--- src/rtl/acl_slot_scheduler.sv ---
// Master-side ACL slot scheduler: round-robin LT_ADDR grant, DM1/POLL choice and
// per-link SEQN / retransmit / flow-stop bookkeeping driven by the RX header result.
module acl_slot_scheduler #(
   parameter int unsigned NLINK    = 7,
   parameter int unsigned MAX_RETX = 15
) (
   input  logic             clk_6m_i,
   input  logic             rstz_i,
   input  logic             sched_en_i,
   input  logic             slot_start_p_i,
   input  logic [NLINK-1:0] link_active_i,
   input  logic [NLINK-1:0] data_pend_i,
   input  logic             tx_done_p_i,
   input  logic             rx_done_p_i,
   input  logic             rx_hecgood_i,
   input  logic [2:0]       rx_lt_addr_i,
   input  logic             rx_arqn_i,
   input  logic             rx_flow_i,
   input  logic             rx_timeout_p_i,
   output logic             tx_req_p_o,
   output logic [2:0]       tx_lt_addr_o,
   output logic [3:0]       tx_pk_type_o,
   output logic             tx_seqn_o,
   output logic             buf_pop_p_o,
   output logic             buf_flush_p_o,
   output logic [2:0]       buf_sel_o,
   output logic             overrun_p_o,
   output logic             sched_idle_o
);

   localparam int unsigned IW = (NLINK > 1) ? $clog2(NLINK) : 1;
   localparam int unsigned RW = $clog2(MAX_RETX + 1);
   localparam logic [3:0] PkDm1  = 4'h3;
   localparam logic [3:0] PkPoll = 4'h1;

   typedef enum logic [2:0] {StIdle, StArb, StTx, StWaitRx, StUpd} state_e;
   state_e state_q, state_d;

   logic [IW-1:0]             rr_ptr_q, gnt_q, gnt_d, dm1_idx, poll_idx;
   logic                      dm1_found, poll_found, dm1_q, gnt_lost_q, gnt_lost;
   logic                      upd_good_q, upd_arqn_q, upd_flow_q;
   logic                      tx_req_q, overrun_q, upd_pop, upd_flush;
   logic [NLINK-1:0]          seqn_q, seqn_d, flow_stop_q, flow_stop_d;
   logic [NLINK-1:0][RW-1:0]  retx_q, retx_d;
   logic [RW-1:0]             retx_inc;

   // Round-robin scan starting just after the last granted link; DM1 candidates take priority.
   always_comb begin
      logic [IW-1:0] idx;
      idx        = '0;
      dm1_found  = 1'b0;
      poll_found = 1'b0;
      dm1_idx    = '0;
      poll_idx   = '0;
      for (int k = 1; k <= int'(NLINK); k++) begin
         idx = IW'((int'(rr_ptr_q) + k) % int'(NLINK));
         if (!dm1_found && link_active_i[idx] && data_pend_i[idx] && !flow_stop_q[idx]) begin
            dm1_found = 1'b1;
            dm1_idx   = idx;
         end
         if (!poll_found && link_active_i[idx]) begin
            poll_found = 1'b1;
            poll_idx   = idx;
         end
      end
      gnt_d = dm1_found ? dm1_idx : poll_idx;
   end

   always_ff @(posedge clk_6m_i or posedge rstz_i) begin
      if (rstz_i) state_q <= StIdle;
      else        state_q <= state_d;
   end

   always_comb begin
      state_d = state_q;
      case (state_q)
         StIdle:   if (slot_start_p_i && sched_en_i) state_d = StArb;
         StArb:    state_d = poll_found ? StTx : StIdle;
         StTx:     if (tx_done_p_i) state_d = StWaitRx;
         StWaitRx: if (rx_done_p_i || rx_timeout_p_i) state_d = StUpd;
         StUpd:    state_d = StIdle;
         default:  state_d = StIdle;
      endcase
   end

   assign gnt_lost = gnt_lost_q | ~link_active_i[gnt_q];
   assign retx_inc = retx_q[gnt_q] + RW'(1);

   // Per-link bookkeeping; an inactive link is held cleared regardless of UPD.
   always_comb begin
      seqn_d      = seqn_q;
      flow_stop_d = flow_stop_q;
      retx_d      = retx_q;
      upd_pop     = 1'b0;
      upd_flush   = 1'b0;
      if (state_q == StUpd && !gnt_lost) begin
         if (upd_good_q) flow_stop_d[gnt_q] = ~upd_flow_q;
         if (dm1_q) begin
            if (upd_good_q && upd_arqn_q) begin
               upd_pop        = 1'b1;
               seqn_d[gnt_q]  = ~seqn_q[gnt_q];
               retx_d[gnt_q]  = '0;
            end else if (retx_inc == RW'(MAX_RETX)) begin
               upd_flush      = 1'b1;
               seqn_d[gnt_q]  = ~seqn_q[gnt_q];
               retx_d[gnt_q]  = '0;
            end else begin
               retx_d[gnt_q]  = retx_inc;
            end
         end
      end
      for (int i = 0; i < int'(NLINK); i++) begin
         if (!link_active_i[i]) begin
            seqn_d[i]      = 1'b0;
            flow_stop_d[i] = 1'b0;
            retx_d[i]      = '0;
         end
      end
   end

   always_ff @(posedge clk_6m_i or posedge rstz_i) begin
      if (rstz_i) begin
         rr_ptr_q    <= IW'(NLINK - 1);
         gnt_q       <= '0;
         dm1_q       <= 1'b0;
         gnt_lost_q  <= 1'b0;
         upd_good_q  <= 1'b0;
         upd_arqn_q  <= 1'b0;
         upd_flow_q  <= 1'b0;
         tx_req_q    <= 1'b0;
         overrun_q   <= 1'b0;
         seqn_q      <= '0;
         flow_stop_q <= '0;
         retx_q      <= '0;
      end else begin
         tx_req_q    <= (state_q == StArb) && poll_found;
         overrun_q   <= slot_start_p_i && (state_q != StIdle);
         seqn_q      <= seqn_d;
         flow_stop_q <= flow_stop_d;
         retx_q      <= retx_d;
         if (state_q == StArb && poll_found) begin
            gnt_q      <= gnt_d;
            dm1_q      <= dm1_found;
            rr_ptr_q   <= gnt_d;
            gnt_lost_q <= 1'b0;
         end else if (state_q != StIdle && !link_active_i[gnt_q]) begin
            gnt_lost_q <= 1'b1;
         end
         if (state_q == StWaitRx && (rx_done_p_i || rx_timeout_p_i)) begin
            upd_good_q <= rx_done_p_i && rx_hecgood_i && (rx_lt_addr_i == 3'(gnt_q) + 3'd1);
            upd_arqn_q <= rx_arqn_i;
            upd_flow_q <= rx_flow_i;
         end
      end
   end

   always_comb begin
      sched_idle_o  = (state_q == StIdle);
      tx_req_p_o    = tx_req_q;
      overrun_p_o   = overrun_q;
      tx_lt_addr_o  = 3'd0;
      tx_pk_type_o  = 4'h0;
      tx_seqn_o     = 1'b0;
      buf_pop_p_o   = upd_pop;
      buf_flush_p_o = upd_flush;
      buf_sel_o     = 3'd0;
      if (state_q == StTx || state_q == StWaitRx || state_q == StUpd) begin
         tx_lt_addr_o = 3'(gnt_q) + 3'd1;
         tx_pk_type_o = dm1_q ? PkDm1 : PkPoll;
         tx_seqn_o    = seqn_q[gnt_q];
      end
      if (upd_pop || upd_flush) buf_sel_o = 3'(gnt_q);
   end

endmodule

--- config.mk ---
export PLATFORM = sky130hd
export DESIGN_NAME = acl_slot_scheduler
export DESIGN_NICKNAME = d
export VERILOG_FILES = /design/src/rtl/acl_slot_scheduler.sv
export SDC_FILE = /design/constraint.sdc
export NUM_CORES = 1
export LEC_CHECK = 0
export BUFFER_PORTS_ARGS = -buffer_cell sky130_fd_sc_hd__buf_2
export CAP_MARGIN = 10
export CORE_MARGIN = 1.5
export CORE_UTILIZATION = 57
export CTS_CLUSTER_DIAMETER = 30
export DETAILED_ROUTE_END_ITERATION = 7
export PLACE_DENSITY = 0.86
export SYNTH_ARGS = -nofsm -noshare
export SYNTH_HDL_FRONTEND = slang
export SYNTH_SLANG_ARGS = --single-unit
--- constraint.sdc ---
create_clock -name clk_6m_i -period 5.79 [get_ports clk_6m_i]
set_input_delay 0.579 -clock clk_6m_i [delete_from_list [all_inputs] [get_ports clk_6m_i]]
set_output_delay 0.579 -clock clk_6m_i [all_outputs]
set_load 0.05 [all_outputs]
==> metrics.md <==
| Metric | Value |
|---|---|
| Outcome | `completed` |
| Most frequent cells in the layout | `96 x nor2_1, 78 x nand2_1, 54 x mux2i_1, 54 x dfrtp_1, 45 x a21oi_1` |
| Post-layout minimum cycle time | `5519 ps` |
| Sequential area share after synthesis | `0.2095` |
| Nets | `925` |
| CTS sink cnt | `57` |
| Crit path setup slack, layout | `271.1 ps` |
| Drt total wl | `22550 um` |
| # DRC | `0` |
| Vias per cell | `7.232` |
| Prevailing post-synth register cell | `dfrtp_1` |
| Max cap viols | `0` |
| Pre-antenna DRT Iters | `7` |
| Post-Layout Cell Count | `1018` |
| TritonCTS Buffers | `9` |
| Grt met2 use | `0.5620` |
| Starting Density | `0.5899` |
| Tot GR Track Use | `0.3552` |
| CTS root buffer | `clkbuf_16` |
| Req. time, crit path | `5980 ps` |
| DPL Wire Length | `16210 um` |
| Post-DP Area | `7067 um2` |
| EDFF count, synth | `0` |
| CTS Hold Bufs | `0` |
| Min-Delay Path Class | `in2async` |
| Arr. time, crit path | `5700 ps` |
| Setup CP Type | `reg2reg` |
| Worst-Margin Slew | `1062 ps` |
| Worst Clk Skew | `6.565 ps` |
| Met1 GRT Util | `0.4631` |
| Global route total overflow | `0` |
| Fraction of layout cells with a size suffix above 1 | `0.1509` |
| Number of port buffers | `40` |
| Placed Cells | `1001` |
| Critical Path Start Type | `flop` |
| Latest clock arrival within the worst-skew pair | `330 ps` |
| Vias in the first global route | `6844` |
| Die Span Y | `112.4 um` |
| # fillers | `955` |
| Synthesized area per cell | `7.988 um2` |
| FMAX | `181.2 MHz` |
| Die area | `12630 um2` |
| Ports | `43` |
| Hold slack final | `447.5 ps` |
| Vias | `7362` |
| Clk pin slew, worst setup/hold paths | `50 ps` |
| Most common cell after layout, fill and taps aside | `nor2_1` |
| Seq. cell area | `1430 um2` |
| Ys async rst share | `1.000` |
| Pre-CTS WS | `367.5 ps` |
| Die width | `112.4 um` |
| First-pass GRT wire length | `35870 um` |
| CTS tree | `built` |
| CP endpoint kind | `flop` |
| Post-Syn Instances | `854` |
| Drt wl/cell | `22.15 um` |
| Number of nets with antenna violations after routing | `0` |
| Met3 GRT Util | `0.07559` |
| Post-synthesis register bit count | `57` |
| Starting DRT DRC Count | `1104` |
| Worst Path Max Fanout | `13` |
| Max-slew violation count | `0` |
| Clk buf depth | `2` |
| Final RePlAce weighted congestion | `1.062` |
| Multi-input logic area | `5034 um2` |
| H-tree Lvls | `3` |
| Synth warn | `0` |
| Fin crit share | `0.9532` |
| Initial antenna violation count | `0` |
| Fin. Hold Viols | `0` |
| Post-synthesis cell area | `6822 um2` |
| Worst slew margin | `0.2872` |
| # diodes | `0` |
| Post-route cell area | `7432 um2` |
| Number of core rows | `39` |
| Most used routing layer | `met2` |
| Largest net degree at the start of global routing | `58` |
| Synth cell types | `100` |
| Area delta synth->final | `8.951%` |
| Area of the core | `11560 um2` |
| Final setup violation count | `0` |
## synth_stat cells (8+ instances only)
| cell | number | area, um2 |
|---|---|---|
| nor2_1 | 96 | 360.4 |
| nand2_1 | 78 | 292.8 |
| dfrtp_1 | 55 | 1376 |
| mux2i_1 | 54 | 540.5 |
| a21oi_1 | 46 | 230.2 |
| o21ai_0 | 42 | 210.2 |
| nor2b_1 | 30 | 187.7 |
| ha_1 | 28 | 350.3 |
| nand3_1 | 28 | 140.1 |
| clkbuf_1 | 25 | 93.84 |
| inv_1 | 24 | 90.09 |
| buf_2 | 17 | 85.08 |
| a211oi_1 | 16 | 120.1 |
| nor3_1 | 16 | 80.08 |
| xnor2_1 | 14 | 122.6 |
| mux2_2 | 13 | 146.4 |
| nand2b_1 | 13 | 81.33 |
| a31oi_1 | 12 | 75.07 |
| o211ai_1 | 11 | 82.58 |
| o22ai_1 | 11 | 68.82 |
| a21o_1 | 9 | 67.56 |
| nand4_1 | 8 | 50.05 |
| o2111ai_1 | 8 | 70.07 |
## per-stage QoR
| stage | utilization | setup TNS, ps |
|---|---|---|
| finish | 0.6426 | 0 |
| detailed placement | 0.6111 | 0 |
| global route | 0.6426 | -6.632 |
| CTS | 0.6402 | 0 |
| floorplan | - | 0 |
| global placement | 0.6111 | 0 |
## final timing paths
check / depth (start not counted) / start / slack (ps) / endpoint
setup reg to reg: 17 / rr_ptr_q[1] / 270 / gnt_q[2]
hold reg to reg: 2 / retx_q[13] / 520 / retx_q[13]
hold / removal: 3 / rstz_i / 450 / retx_q[12]
max in group asynchronous: 3 / rstz_i / 4810 / rr_ptr_q[0]
setup / recovery: 17 / rr_ptr_q[1] / 270 / gnt_q[2]
min in group clk_6m_i: 2 / slot_start_p_i / 470 / overrun_p_o
## routing by layer
metal | up-vias | routed length (um)
met5 | - | 0
met4 | 0 | 1326
met3 | 125 | 2643
met2 | 580 | 9937
met1 | 3404 | 8641
li1 | 3253 | -
## final cells by class
class	instances	share of cell area
Clock inverter	5	0.01397
Multi-Input combinational cell	716	0.6773
Tap cell	143	0.02407
Clock buffer	11	0.03131
Inverter	28	0.01515
Sequential cell	57	0.1924
Timing Repair Buffer	58	0.04579
## critical path, cell delays in order (launching register included)
cell       delay [ps]
dfstp_2           690
inv_1             200
ha_1              360
xnor2_4           180
buf_4             190
ha_1              190
ha_1              240
a31oi_2           180
xnor2_1           210
ha_1              280
a2bb2oi_1          90
o21ai_1           810
mux2i_4           430
nand3_2           240
or3_1             460
a21boi_1          160
a311oi_2          330
a22oi_1           120
## timing repair
item / CTS / global route
gates resized for setup: 0 / 4
buffers inserted: 0 / 1
endpoints found under the setup margin: 0 / 6
## flip-flops by register name, summed over array words and instances, names as in the netlist
name / cells
retx_q: 28
gnt_lost_q: 1
overrun_p_o: 1
flow_stop_q: 7
rr_ptr_q: 3
tx_req_p_o: 1
gnt_q: 2
upd_good_q: 1
dm1_q: 1
upd_arqn_q: 1
state_q: 3
upd_flow_q: 1
seqn_q: 7
## cell families after synthesis
logic type	count (synthesis)	share of synthesized area
buffers and inverters	82	0.05558
other	1	0.0005497
adder cells (fa/ha/maj)	28	0.05136
flip-flops	57	0.2095
AO/OA/AOI/OAI	268	0.2953
XOR/XNOR	20	0.03118
multiplexers	73	0.1192
AND/OR/NAND/NOR	325	0.2373
Power is left out: the tool's default activity adds up to more than one toggle a clock period on the data nets, which glitch-free logic cannot reach.
